`src/rtl/video_ddr_pkg.sv`:
```
// Shared definitions for the video-to-DDR write path: FSM states, AXI encodings
// and a constant log2 helper used to derive AXI size fields.
package video_ddr_pkg;

  typedef enum logic [1:0] {
    IDLE,
    AW,
    W,
    B
  } wr_state_e;

  localparam logic [1:0] AXI_BURST_INCR = 2'b01;
  localparam logic [1:0] AXI_RESP_OKAY  = 2'b00;

  // Ceiling log2 of a constant; used for elaboration-time field values only.
  function automatic int unsigned clog2(input int unsigned value);
    int unsigned r;
    r = 0;
    for (int unsigned i = 0; i < 32; i++) begin
      if ((64'd1 << i) < 64'(value)) r = i + 1;
    end
    return r;
  endfunction

endpackage

```
`src/rtl/fifo_axi_burst_wr_if.sv`:
```
// AXI4 write-channel bundle (AW, W, B) between the burst writer and the
// memory-controller slave port.
interface fifo_axi_burst_wr_if #(
  parameter int unsigned DSIZE  = 128,
  parameter int unsigned AWIDTH = 32
);

  logic [AWIDTH-1:0]  awaddr;
  logic [7:0]         awlen;
  logic [2:0]         awsize;
  logic [1:0]         awburst;
  logic               awvalid;
  logic               awready;
  logic [DSIZE-1:0]   wdata;
  logic [DSIZE/8-1:0] wstrb;
  logic               wlast;
  logic               wvalid;
  logic               wready;
  logic [1:0]         bresp;
  logic               bvalid;
  logic               bready;

  modport master (
    output awaddr, awlen, awsize, awburst, awvalid,
    input  awready,
    output wdata, wstrb, wlast, wvalid,
    input  wready,
    input  bresp, bvalid,
    output bready
  );

  modport slave (
    input  awaddr, awlen, awsize, awburst, awvalid,
    output awready,
    input  wdata, wstrb, wlast, wvalid,
    output wready,
    output bresp, bvalid,
    input  bready
  );

endinterface

```
`src/rtl/fifo_axi_burst_wr.sv`:
```
// fifo_axi_burst_wr: drains a first-word-fall-through FIFO into fixed-length
// AXI4 INCR write bursts over a wrapping frame buffer, one burst outstanding.
// Optional feature macro: FIFO_AXI_BURST_WR_STAT_EN adds stat_bursts[15:0],
// a saturating count of completed B responses cleared when a frame_sync applies.
module fifo_axi_burst_wr
  import video_ddr_pkg::*;
#(
  parameter int unsigned DSIZE       = 128,
  parameter int unsigned AWIDTH      = 32,
  parameter int unsigned BURST_LEN   = 16,
  parameter int unsigned FRAME_BYTES = 8294400
) (
  input  logic              rclk,
  input  logic              rrst_n,
  input  logic [DSIZE-1:0]  fifo_rdata,
  input  logic              fifo_rempty,
  output logic              fifo_rinc,
  input  logic [AWIDTH-1:0] cfg_base_addr,
  input  logic              frame_sync,
  fifo_axi_burst_wr_if.master m,
  output logic              busy,
  output logic              wr_err
`ifdef FIFO_AXI_BURST_WR_STAT_EN
  ,
  output logic [15:0]       stat_bursts
`endif
);

  localparam int unsigned       BURST_BYTES = BURST_LEN * DSIZE / 8;
  localparam logic [AWIDTH-1:0] OFFSET_STEP = AWIDTH'(BURST_BYTES);
  localparam logic [AWIDTH-1:0] OFFSET_WRAP = AWIDTH'(FRAME_BYTES);
  localparam logic [7:0]        LAST_BEAT   = 8'(BURST_LEN - 1);

  wr_state_e         state, state_n;
  logic [AWIDTH-1:0] base_q;
  logic [AWIDTH-1:0] offset;
  logic [AWIDTH-1:0] offset_inc;
  logic [AWIDTH-1:0] awaddr_q;
  logic [7:0]        beat_cnt;
  logic              sync_pend;
  logic              sync_now;
  logic              start_burst;
  logic              w_hs;
  logic              b_hs;

  assign m.awaddr   = awaddr_q;
  assign m.awlen    = LAST_BEAT;
  assign m.awsize   = 3'(clog2(DSIZE / 8));
  assign m.awburst  = AXI_BURST_INCR;
  assign m.wdata    = fifo_rdata;
  assign m.wstrb    = '1;
  assign busy       = (state != IDLE);
  assign sync_now   = sync_pend | frame_sync;
  assign offset_inc = offset + OFFSET_STEP;

  // State register.
  always_ff @(posedge rclk or negedge rrst_n) begin
    if (!rrst_n) state <= IDLE;
    else         state <= state_n;
  end

  // Next-state and handshake outputs.
  always_comb begin
    state_n     = state;
    start_burst = 1'b0;
    w_hs        = 1'b0;
    b_hs        = 1'b0;
    fifo_rinc   = 1'b0;
    m.awvalid   = 1'b0;
    m.wvalid    = 1'b0;
    m.wlast     = 1'b0;
    m.bready    = 1'b0;
    unique case (state)
      IDLE: begin
        if (!fifo_rempty) begin
          start_burst = 1'b1;
          state_n     = AW;
        end
      end
      AW: begin
        m.awvalid = 1'b1;
        if (m.awready) state_n = W;
      end
      W: begin
        m.wvalid  = !fifo_rempty;
        m.wlast   = (beat_cnt == LAST_BEAT);
        w_hs      = m.wvalid & m.wready;
        fifo_rinc = w_hs;
        if (w_hs && m.wlast) state_n = B;
      end
      B: begin
        m.bready = 1'b1;
        b_hs     = m.bvalid;
        if (m.bvalid) state_n = IDLE;
      end
      default: state_n = IDLE;
    endcase
  end

  // Burst address, frame offset and pending frame restart.
  // sync_pend comes out of reset set so the first burst samples cfg_base_addr.
  always_ff @(posedge rclk or negedge rrst_n) begin
    if (!rrst_n) begin
      base_q    <= '0;
      offset    <= '0;
      awaddr_q  <= '0;
      sync_pend <= 1'b1;
    end else if (start_burst) begin
      if (sync_now) begin
        base_q    <= cfg_base_addr;
        offset    <= '0;
        awaddr_q  <= cfg_base_addr;
        sync_pend <= 1'b0;
      end else begin
        awaddr_q <= base_q + offset;
      end
    end else begin
      if (frame_sync) sync_pend <= 1'b1;
      if (b_hs)       offset    <= (offset_inc == OFFSET_WRAP) ? '0 : offset_inc;
    end
  end

  // Beat counter within the current burst.
  always_ff @(posedge rclk or negedge rrst_n) begin
    if (!rrst_n)   beat_cnt <= '0;
    else if (w_hs) beat_cnt <= m.wlast ? '0 : beat_cnt + 8'd1;
  end

  // Sticky write-error flag.
  always_ff @(posedge rclk or negedge rrst_n) begin
    if (!rrst_n)                               wr_err <= 1'b0;
    else if (b_hs && m.bresp != AXI_RESP_OKAY) wr_err <= 1'b1;
  end

`ifdef FIFO_AXI_BURST_WR_STAT_EN
  // Completed-burst counter, saturating, restarted with each applied frame_sync.
  always_ff @(posedge rclk or negedge rrst_n) begin
    if (!rrst_n)                              stat_bursts <= '0;
    else if (start_burst && sync_now)         stat_bursts <= '0;
    else if (b_hs && stat_bursts != 16'hFFFF) stat_bursts <= stat_bursts + 16'd1;
  end
`endif

endmodule

```
`src/flat_wrapper.sv`:
```
// flat-port wrapper written by rule: the top's interface ports become plain ports
module fifo_axi_burst_wr_flat import video_ddr_pkg::*;
#(
  parameter int unsigned DSIZE       = 128,
  parameter int unsigned AWIDTH      = 32,
  parameter int unsigned BURST_LEN   = 16,
  parameter int unsigned FRAME_BYTES = 8294400
)
  (rclk, rrst_n, fifo_rdata, fifo_rempty, fifo_rinc, cfg_base_addr, frame_sync, busy, wr_err, m_awaddr, m_awlen, m_awsize, m_awburst, m_awvalid, m_awready, m_wdata, m_wstrb, m_wlast, m_wvalid, m_wready, m_bresp, m_bvalid, m_bready);
  fifo_axi_burst_wr_if #(.DSIZE(DSIZE), .AWIDTH(AWIDTH)) m_i ();
  input  logic rclk;
  input  logic rrst_n;
  input  logic [DSIZE-1:0] fifo_rdata;
  input  logic fifo_rempty;
  output logic fifo_rinc;
  input  logic [AWIDTH-1:0] cfg_base_addr;
  input  logic frame_sync;
  output logic busy;
  output logic wr_err;
  output wire logic [$bits(m_i.awaddr)-1:0] m_awaddr;
  output wire logic [$bits(m_i.awlen)-1:0] m_awlen;
  output wire logic [$bits(m_i.awsize)-1:0] m_awsize;
  output wire logic [$bits(m_i.awburst)-1:0] m_awburst;
  output wire logic [$bits(m_i.awvalid)-1:0] m_awvalid;
  input wire logic [$bits(m_i.awready)-1:0] m_awready;
  output wire logic [$bits(m_i.wdata)-1:0] m_wdata;
  output wire logic [$bits(m_i.wstrb)-1:0] m_wstrb;
  output wire logic [$bits(m_i.wlast)-1:0] m_wlast;
  output wire logic [$bits(m_i.wvalid)-1:0] m_wvalid;
  input wire logic [$bits(m_i.wready)-1:0] m_wready;
  input wire logic [$bits(m_i.bresp)-1:0] m_bresp;
  input wire logic [$bits(m_i.bvalid)-1:0] m_bvalid;
  output wire logic [$bits(m_i.bready)-1:0] m_bready;
  assign m_awaddr = m_i.awaddr;
  assign m_awlen = m_i.awlen;
  assign m_awsize = m_i.awsize;
  assign m_awburst = m_i.awburst;
  assign m_awvalid = m_i.awvalid;
  assign m_i.awready = m_awready;
  assign m_wdata = m_i.wdata;
  assign m_wstrb = m_i.wstrb;
  assign m_wlast = m_i.wlast;
  assign m_wvalid = m_i.wvalid;
  assign m_i.wready = m_wready;
  assign m_i.bresp = m_bresp;
  assign m_i.bvalid = m_bvalid;
  assign m_bready = m_i.bready;
  fifo_axi_burst_wr #(.DSIZE(DSIZE), .AWIDTH(AWIDTH), .BURST_LEN(BURST_LEN), .FRAME_BYTES(FRAME_BYTES)) u_core (.rclk(rclk), .rrst_n(rrst_n), .fifo_rdata(fifo_rdata), .fifo_rempty(fifo_rempty), .fifo_rinc(fifo_rinc), .cfg_base_addr(cfg_base_addr), .frame_sync(frame_sync), .m(m_i), .busy(busy), .wr_err(wr_err));
endmodule
```
`config.mk`:
```
export PLATFORM = sky130hd
export DESIGN_NAME = fifo_axi_burst_wr_flat
export DESIGN_NICKNAME = d
export VERILOG_FILES = /design/src/rtl/video_ddr_pkg.sv /design/src/rtl/fifo_axi_burst_wr_if.sv /design/src/rtl/fifo_axi_burst_wr.sv /design/src/flat_wrapper.sv
export SDC_FILE = /design/constraint.sdc
export NUM_CORES = 1
export LEC_CHECK = 0
export CORE_MARGIN = 2
export CORE_UTILIZATION = 35
export CTS_CLUSTER_DIAMETER = 60
export DETAILED_ROUTE_END_ITERATION = 8
export PLACE_DENSITY = 0.75
export SLEW_MARGIN = 10
export SYNTH_ARGS = -nofsm -noshare
export SYNTH_HDL_FRONTEND = slang
export SYNTH_SLANG_ARGS = --single-unit
```
`constraint.sdc`:
```
create_clock -name rclk -period 2.3 [get_ports rclk]
set_input_delay 0.23 -clock rclk [delete_from_list [all_inputs] [get_ports rclk]]
set_output_delay 0.23 -clock rclk [all_outputs]
set_load 0.02 [all_outputs]
```
==> metrics.txt <==
Syn Area/Cell=8.30 um2; share of layout cells above drive strength 1=21.9%; cell area after placement=7540 um2; total clock sinks=100; failing checks=setup timing; Via-to-Cell Ratio=5.12; EDFF count, synth=0; worst r2r dst=u_core.offset[19]$_DFFE_PN0P_; Max-slew headroom=62.6%; Worst path slowest cell=dfrtp_2; Worst Reg-to-Reg Cells=10; yosys warns=0; Worst Setup SP=u_core.offset[9]$_DFFE_PN0P_; initial antenna violation count=0; Row Count=51; routed wire length per instance=16.1 um; clk root buf=clkbuf_16; Nets=1,064; global placement routability congestion=0.872; Req. time, crit path=2530 ps; DRT antenna net count=0; Inst Count DP=1,108; P&R area growth vs syn=18.7%; outcome=finished with violations; highest cell delay on the worst timing path=440 ps; design area=8340 um2; top-area cell type share of the netlist area=35.3%; CP max FO=6; final worst-path cycle share=104%; Final Critical Period=2380 ps; static leakage power=3.75 nW; H-tree depth=3; arrival time worst endpoint=2610 ps; RSZ-0062 raised after global routing=true; Synth async-reset ratio=100%; clk_skew=7.03 ps; Worst path depth=10; die area=21,200 um2; CP cell instances=ha_4, buf_6, a21boi_2, a21oi_1, o32ai_2, nand4_1, nor3_2, nand4_4, o21ai_4, nor2_1; number of remaining DRC errors=0; dpl hpwl=12.3 mm; cell family with the largest share of critical-path delay=compound AO/OA/AOI/OAI gates; die span in y=146 um; core area=19,600 um2; Detailed Route Iter0 Violations=446; total wire length=18.3 mm; worst skew pair latency=360 ps; global-route wire length before repair=27.7 mm; # port buffers=79; Highest Clock Rate=0.420 GHz; endpoints failing setup=7; Setup WS post-layout=-80.8 ps; library cells used by synthesis=70; Post-Syn Area=7020 um2; DRT Pass-1 Iters=8; fin cells=1,133; maximum VDD drop=499 uV; crit end category=flop; Syn Inst Count=846; crit path kind=reg -> reg; Worst setup SP type=flop; Ports=365; largest net degree at the start of global routing=37; Least-Margin Pin Slew=559 ps; Die Wd=146 um; r2r startpoint=u_core.offset[9]$_DFFE_PN0P_; r2r setup slk=-80 ps; largest area contributor in the netlist=dfrtp_1; Num CTS Buffers=9; CTS clk-pin slew, worst paths=60 ps; Main synth FF type=dfrtp_1; total grt overflow=0; flop and latch count out of synthesis=100; CTS tree=yes; Area contributors post-synth=dfrtp_1 (35%), buf_4 (17%), nand2_1 (8.3%); crit path to=u_core.offset[19]$_DFFE_PN0P_; Starting Density=35.8%; sequential area share after synthesis=35.6%; Inserted Diodes=0; vias in the first global route=5,474; GRT Util Overall=15.9%; final count of hold timing violations=0; Slew Limit Fails=0; Bufs and invs on worst path=1; Maximum Capacitance Violations=0; vias=5,798; CTS max path bufs=2; Pwr Density=999 nW/um2; hold crit path type=in -> async
[state kept, by name (all words and copies together) (netlist names)]
register	count
u_core.m.awaddr	32
u_core.base_q	32
u_core.sync_pend	1
u_core.state	2
u_core.offset	24
u_core.beat_cnt	8
u_core.wr_err	1
[cells in the mapped netlist, types with 4 or more instances]
| master | instances |
|---|---|
| inv_1 | 18 |
| a211oi_1 | 5 |
| dfrtp_1 | 99 |
| o41ai_1 | 5 |
| nand2b_1 | 4 |
| xnor2_1 | 24 |
| ha_1 | 31 |
| a21o_1 | 6 |
| a21oi_1 | 46 |
| nand4_1 | 12 |
| xor2_1 | 5 |
| clkbuf_1 | 20 |
| nand2_1 | 156 |
| buf_4 | 162 |
| a31oi_1 | 15 |
| or4_1 | 4 |
| nand3b_1 | 4 |
| nand3_1 | 21 |
| and3_1 | 12 |
| nor3_1 | 15 |
| o21bai_1 | 6 |
| o21ai_0 | 41 |
| nor2_1 | 70 |
[area by class of cell]
class | instances | area, um2
multi-input cells | 568 | 3630
flip-flops and latches | 100 | 2510
well taps | 265 | 332
fillers | 1864 | 11300
repair buffers | 167 | 1480
clock buffers | 11 | 243
inverters | 18 | 67.6
clock inverters | 4 | 73.8
[worst min-delay path by stage]
stage | cells past startpoint | end | slack [ps] | start
2_1_floorplan | 0 | u_core.base_q[0]$_DFFE_PN0P_ | -70 | rrst_n
3_3_place_gp | 1 | u_core.base_q[15]$_DFFE_PN0P_ | 250 | rrst_n
3_5_place_dp | 1 | u_core.base_q[15]$_DFFE_PN0P_ | 240 | rrst_n
4_1_cts | 2 | u_core.base_q[15]$_DFFE_PN0P_ | 420 | rrst_n
5_1_grt | 3 | u_core.base_q[3]$_DFFE_PN0P_ | 440 | cfg_base_addr[3]
6_report | 2 | u_core.base_q[15]$_DFFE_PN0P_ | 400 | rrst_n
[through the flow]
stage,TNS (ps),setup WS (ps),hold slack (ps),power [mW],utilization (%)
4_1_cts,-2.40,-2.40,423,8.01,40.5
5_1_grt,-1350,-146,435,8.83,42.5
3_5_place_dp,-201,-108,240,6.25,38.5
2_1_floorplan,-13.1,-13.1,-65.6,5.12,-
3_3_place_gp,-109,-66.6,247,6.17,38.5
6_report,-369,-80.8,401,8.33,42.5
[layout by cell type (no fill, tap or decap), types with 4 or more instances in the layout]
| master | instances |
|---|---|
| xnor2_1 | 23 |
| nand2_1 | 153 |
| o41ai_1 | 5 |
| buf_4 | 83 |
| ha_1 | 16 |
| nor2_1 | 66 |
| a21oi_2 | 12 |
| nand2_2 | 4 |
| nand3b_1 | 4 |
| clkbuf_16 | 9 |
| nand4_1 | 12 |
| nand3_1 | 19 |
| and3_1 | 11 |
| dfrtp_1 | 97 |
| o21ai_0 | 36 |
| o21ai_2 | 6 |
| a31oi_1 | 15 |
| nor3_1 | 10 |
| xor2_1 | 5 |
| ha_4 | 12 |
| conb_1 | 29 |
| nor2_2 | 5 |
| a21o_1 | 6 |
| nand3_2 | 5 |
| buf_6 | 4 |
| nor3_2 | 5 |
| nand2b_1 | 4 |
| clkdlybuf4s50_1 | 76 |
| a21oi_1 | 34 |
| inv_1 | 18 |
[worst reg2reg max path, cell delays in order (launching register included)]
cell and delay [ps]:
dfrtp_2 440, ha_4 170, buf_6 110, a21boi_2 140
a21oi_1 100, o32ai_2 310, nand4_1 160, nor3_2 260
nand4_4 180, o21ai_4 300, nor2_1 90
[report_power, final]
part	switching, mW	total, mW	internal [mW]
sequential	0.431	2.80	2.37
clock	0.688	1.67	0.978
combinational	2.12	3.86	1.75
total	3.23	8.33	5.09
[cells by family (layout without fill, tap and decap cells)]
| logic type | after synthesis | after routing | synth area share [%] |
|---|---|---|---|
| xor gates and xnor gates | 29 | 29 | 3.62 |
| muxes | 4 | 4 | 0.588 |
| AOI/OAI and AO/OA | 152 | 152 | 13.5 |
| DFF | 100 | 100 | 35.6 |
| other | 2 | 29 | 0.107 |
| and+or+nand+nor | 323 | 323 | 21.1 |
| adders and majority gates | 31 | 31 | 5.52 |
| buffers and inverters | 205 | 200 | 20.0 |
[timing repair]
item,in CTS,in global routing
pin swaps,5,44
cloned,0,0
endpoints found under the setup margin,16,24
setup buffers,1,8
resized for setup,14,68
hold buffers,1,0
endpoints found under the hold margin,32,0
[routing by layer]
metal	vias to the layer above	GRT usage [%]	wire [um]
met5	-	0	0
met4	0	4.71	403
met3	60	4.86	1190
met2	254	25.0	8880
met1	2781	21.0	7810
li1	2703	-	-
Note: power is estimated with default switching activity, not from simulation.
